### config.mk
export PLATFORM = sky130hd
export DESIGN_NAME = ssp_tx_fifo
export DESIGN_NICKNAME = d
export VERILOG_FILES = /design/src/rtl/ssp_tx_fifo.sv
export SDC_FILE = /design/constraint.sdc
export NUM_CORES = 1
export LEC_CHECK = 0
export ABC_AREA = 0
export CELL_PAD_IN_SITES_DETAIL_PLACEMENT = 0
export CELL_PAD_IN_SITES_GLOBAL_PLACEMENT = 1
export CORE_MARGIN = 1
export CORE_UTILIZATION = 30
export CTS_CLUSTER_DIAMETER = 120
export DETAILED_ROUTE_END_ITERATION = 10
export DONT_BUFFER_PORTS = 1
export GPL_TIMING_DRIVEN = 0
export PLACE_DENSITY = 0.53
export REMOVE_ABC_BUFFERS = 1
export SLEW_MARGIN = 10
export SYNTH_ARGS = -nofsm -noshare
export SYNTH_HDL_FRONTEND = slang
export SYNTH_SLANG_ARGS = --single-unit
### constraint.sdc
create_clock -name PCLK -period 6 [get_ports PCLK]
set_input_delay 1.2 -clock PCLK [delete_from_list [all_inputs] [get_ports PCLK]]
set_output_delay 1.2 -clock PCLK [all_outputs]
set_load 0.05 [all_outputs]
### src/rtl/ssp_tx_fifo.sv
// ssp_tx_fifo: 8 x 16-bit first-word-fall-through transmit FIFO for the SSP.
// The APB write path pushes words and the transmit serialiser pops them.
// In TESTFIFO mode, APB reads of the data register drain the FIFO instead.
//
// Handshake: there is no ready output. A push strobe (TxFWrEn) is taken on
// the rising edge only when the registered count is below 8; otherwise the
// word is dropped. A pop strobe is taken only when the registered count is
// non-zero; otherwise it is ignored. Both decisions use the pre-edge count.
// TxFClr overrides both strobes.
module ssp_tx_fifo (
  input  logic        PCLK,
  input  logic        PRESETn,
  input  logic        TxFWrEn,
  input  logic [15:0] PWDATAIn,
  input  logic        TxFRdEn,
  input  logic        TESTFIFO,
  input  logic        TxFTestRdEn,
  input  logic        TxFClr,
  output logic [15:0] TxFRdData,
  output logic        TxFEmpty,
  output logic        TxFFull,
  output logic        TxFHalfEmpty,
  output logic [3:0]  TxFCount
);

  logic [15:0] mem_q [8];
  logic [2:0]  wr_ptr_q, wr_ptr_d;
  logic [2:0]  rd_ptr_q, rd_ptr_d;
  logic [3:0]  count_q, count_d;

  logic pop;
  logic push_ok;
  logic pop_ok;
  logic wr_mem;

  // Select the active pop source, then qualify both strobes on the registered count.
  always_comb begin
    pop     = TESTFIFO ? TxFTestRdEn : TxFRdEn;
    push_ok = TxFWrEn & (count_q != 4'd8);
    pop_ok  = pop & (count_q != 4'd0);
    wr_mem  = push_ok & ~TxFClr;
  end

  // Next-state pointers and occupancy; a flush has priority over push and pop.
  always_comb begin
    wr_ptr_d = wr_ptr_q;
    rd_ptr_d = rd_ptr_q;
    count_d  = count_q;
    if (TxFClr) begin
      wr_ptr_d = 3'd0;
      rd_ptr_d = 3'd0;
      count_d  = 4'd0;
    end else begin
      if (push_ok) wr_ptr_d = wr_ptr_q + 3'd1;
      if (pop_ok)  rd_ptr_d = rd_ptr_q + 3'd1;
      case ({push_ok, pop_ok})
        2'b10:   count_d = count_q + 4'd1;
        2'b01:   count_d = count_q - 4'd1;
        default: count_d = count_q;
      endcase
    end
  end

  // Pointer and count registers.
  always_ff @(posedge PCLK or negedge PRESETn) begin
    if (!PRESETn) begin
      wr_ptr_q <= 3'd0;
      rd_ptr_q <= 3'd0;
      count_q  <= 4'd0;
    end else begin
      wr_ptr_q <= wr_ptr_d;
      rd_ptr_q <= rd_ptr_d;
      count_q  <= count_d;
    end
  end

  // Storage; a flush leaves the contents in place, they simply become invalid.
  always_ff @(posedge PCLK or negedge PRESETn) begin
    if (!PRESETn) begin
      for (int i = 0; i < 8; i++) mem_q[i] <= 16'h0000;
    end else if (wr_mem) begin
      mem_q[wr_ptr_q] <= PWDATAIn;
    end
  end

  // Outputs decode registered state only, so no strobe reaches an output.
  always_comb begin
    TxFRdData    = mem_q[rd_ptr_q];
    TxFEmpty     = (count_q == 4'd0);
    TxFFull      = (count_q == 4'd8);
    TxFHalfEmpty = (count_q <= 4'd4);
    TxFCount     = count_q;
  end

endmodule

==> flow_summary.ini <==
[sta]
rsz0062_at_grt = false
fin_ws_ns = 2.42
worst_slew_pin_slew_ns = 1.17
drv_slew = 0
hold_violations = 0
period_share_pct = 59.7
max_freq_mhz = 279
finalSetupTns_ns = 0
skew_ns = 0.0108
timing.hold.ws_ns = 0.485
finalSetupViolCount = 0
relSlewSlack_pct = 22.2
fin_crit_ns = 3.58

[drt]
first_pass_iters = 4
drc = 0
routed_via_density = 5.01
vias = 3508
wl_mm = 13.9
routedWlPerCell_um = 19.9
detail-route-antenna-nets = 0
drtIter0Drc = 126

[critical_path]
required_ns = 4.80
crit_slowest_cell = dfrtp_4
cp.buffers_inverters = 0
crit_type = flip-flop to output port
path_max_fanout = 34
cp-end-kind = output port
startpoint_type = flip-flop
crit_arrival_ns = 2.38
crit_chain = mux4_2, mux2_2
max_stage_delay_ns = 0.93
path_delay_family = multiplexers

[global_route]
grt_pass1_vias = 3721
grt-ovfl-total = 0
grt_max_degree = 139
antenna_found_initial = 0
grt_use_total_pct = 13.2
grt_pass1_wl_mm = 21.8

[floorplan]
fp.dieW_um = 151
coreArea_um2 = 21400
die_area_um2 = 22700
initial_core_util_pct = 31.0
rows = 53
dieHeight_um = 151
ios = 46

[power_and_ir_drop]
p_int_mw = 2.37
cellLeakagePower_nw = 3.28
swShare_pct = 34.4
seqPwrFrac_pct = 39.4
p_comb_share_pct = 31.9
peakVddDrop_mv = 0.131
p_per_area_nw_per_um2 = 485
p_switching_mw = 1.24
clkPwrFrac_pct = 28.7

[final_layout]
diodes = 0
fill_cells = 2020
drive_gt1_share_pct = 53.4
areaGrowthSynthToFinish_pct = 12.6
layout_commonest_cell = dfrtp_1
final_nets = 440
fin_cells = 700
final_cell_mix = dfrtp_1, mux2_2, mux4_2, mux2_4, clkbuf_16

[clock_tree]
insertion_delay_ns = 0.41
cts_tree = done
clk_path_buf_depth = 2
htree_levels = 4
numClockSinks = 138
path_clk_slew_ns = 0.06
clock_tree.root_cell = clkbuf_16
cts_buffers = 17
cts-resized-gates = 0
postCtsSetupBuffers = 0
ctsHoldBuffers = 0

[synthesis]
async_flop_share_pct = 100
ys_types = 49
synthesis.area_um2 = 6620
synthCells = 416
synth-edff-count = 0
yosysSeqAreaShare_pct = 52.2
postSynthAreaPerCell_um2 = 15.9
ys.flop_type = dfrtp_1
yosys_register_bits = 138
yosys_warnings = 0

[placement]
dp.cells = 669
port_buffers = 0
gp_congestion = 0.682
hpwl_mm = 8.22
place_ws_ns = 2.62

[flow_run]
cap_violations = 0

[worst_hold_path]
hp-class = input pin to async pin

[run_status]
status = complete, no violations
[routing by layer]
metal / vias up / routed length (um) / GRT usage, %
met2: 44 / 6580 / 19.9
met1: 1899 / 6560 / 17.8
met4: 0 / 196 / 4.14
met3: 16 / 590 / 4.21
li1: 1549 / - / -
met5: - / 0 / 0
[sequential cells by signal (all words and copies together) (netlist names)]
signal and flops:
wr_ptr_q 3, TxFCount 4, mem_q 128, rd_ptr_q 3
[synthesized netlist by cell type, types with 2 or more instances]
cell type | instances | area share (%)
dfrtp_1 | 138 | 52
mux2_2 | 126 | 21
mux4_2 | 32 | 11
mux2_4 | 20 | 4.5
clkbuf_1 | 10 | 0.57
nor2_1 | 9 | 0.51
nand2_1 | 8 | 0.45
buf_6 | 7 | 1.2
buf_2 | 5 | 0.38
nand3_1 | 5 | 0.38
a21oi_1 | 4 | 0.30
ha_1 | 4 | 0.76
mux2i_1 | 4 | 0.60
xor2_1 | 3 | 0.40
buf_1 | 2 | 0.11
buf_4 | 2 | 0.23
inv_1 | 2 | 0.11
nand3b_2 | 2 | 0.34
nor3b_4 | 2 | 0.57
xnor2_1 | 2 | 0.26
[power groups by stage]
stage	Clock [mW]	Combinational [mW]	Sequential (mW)
floorplan	0	1.01	1.37
global placement	0	1.12	1.44
detailed placement	0	1.17	1.45
CTS	1.07	1.17	1.43
global route	1.10	1.22	1.47
finish	1.04	1.15	1.42
[worst register-to-register path: stages (launching register included)]
cell and delay [ns]:
dfrtp_1 0.85, or4b_1 0.34, inv_2 0.17, or4_4 0.52, nor2_2 0.92, mux2_2 0.43
[final cells by class]
type | instances | area (um^2) | area share, %
inverters | 3 | 11.3 | 0.151
flip-flops and latches | 138 | 3460 | 46.4
multi-input cells | 247 | 2960 | 39.8
repair buffers | 6 | 100 | 1.34
clock inverters | 9 | 123 | 1.64
clock buffers | 22 | 454 | 6.09
well taps | 275 | 344 | 4.62
[cell families (layout without fill, tap and decap cells)]
family                   Yosys count  count (layout)  share of synthesized area [%]
multiplexers                     182             182                           37.5
flip-flops                       138             138                           52.2
AND/OR/NAND/NOR                   41              41                           4.10
buffers and inverters             31              40                           3.17
AO/OA/AOI/OAI                     15              15                           1.70
XOR/XNOR                           5               5                          0.661
adder cells (fa/ha/maj)            4               4                          0.756
[path summary, 6_finish.rpt]
| path | slack [ns] | depth (start not counted) | endpoint | from |
|---|---|---|---|---|
| worst max-delay path | 2.42 | 2 | TxFRdData[13] | rd_ptr_q[0] |
| worst min-delay path | 0.49 | 0 | mem_q[118] | PRESETn |
| worst max register to register | 2.64 | 5 | mem_q[30] | TxFCount[1] |
| worst min register to register | 0.50 | 1 | mem_q[69] | mem_q[69] |
| max in group asynchronous | 5.35 | 0 | wr_ptr_q[0] | PRESETn |
| min in group PCLK | 0.50 | 1 | mem_q[69] | mem_q[69] |
[stage by stage]
stage,power (mW),util [%],cell area [um^2]
after floorplan,2.39,-,6420
after global placement,2.55,31.7,6770
after detailed placement,2.62,32.2,6880
after CTS,3.67,34.9,7450
after global routing,3.79,34.9,7450
final,3.61,34.9,7450
No activity file was read; power rests on OpenSTA's default activity.
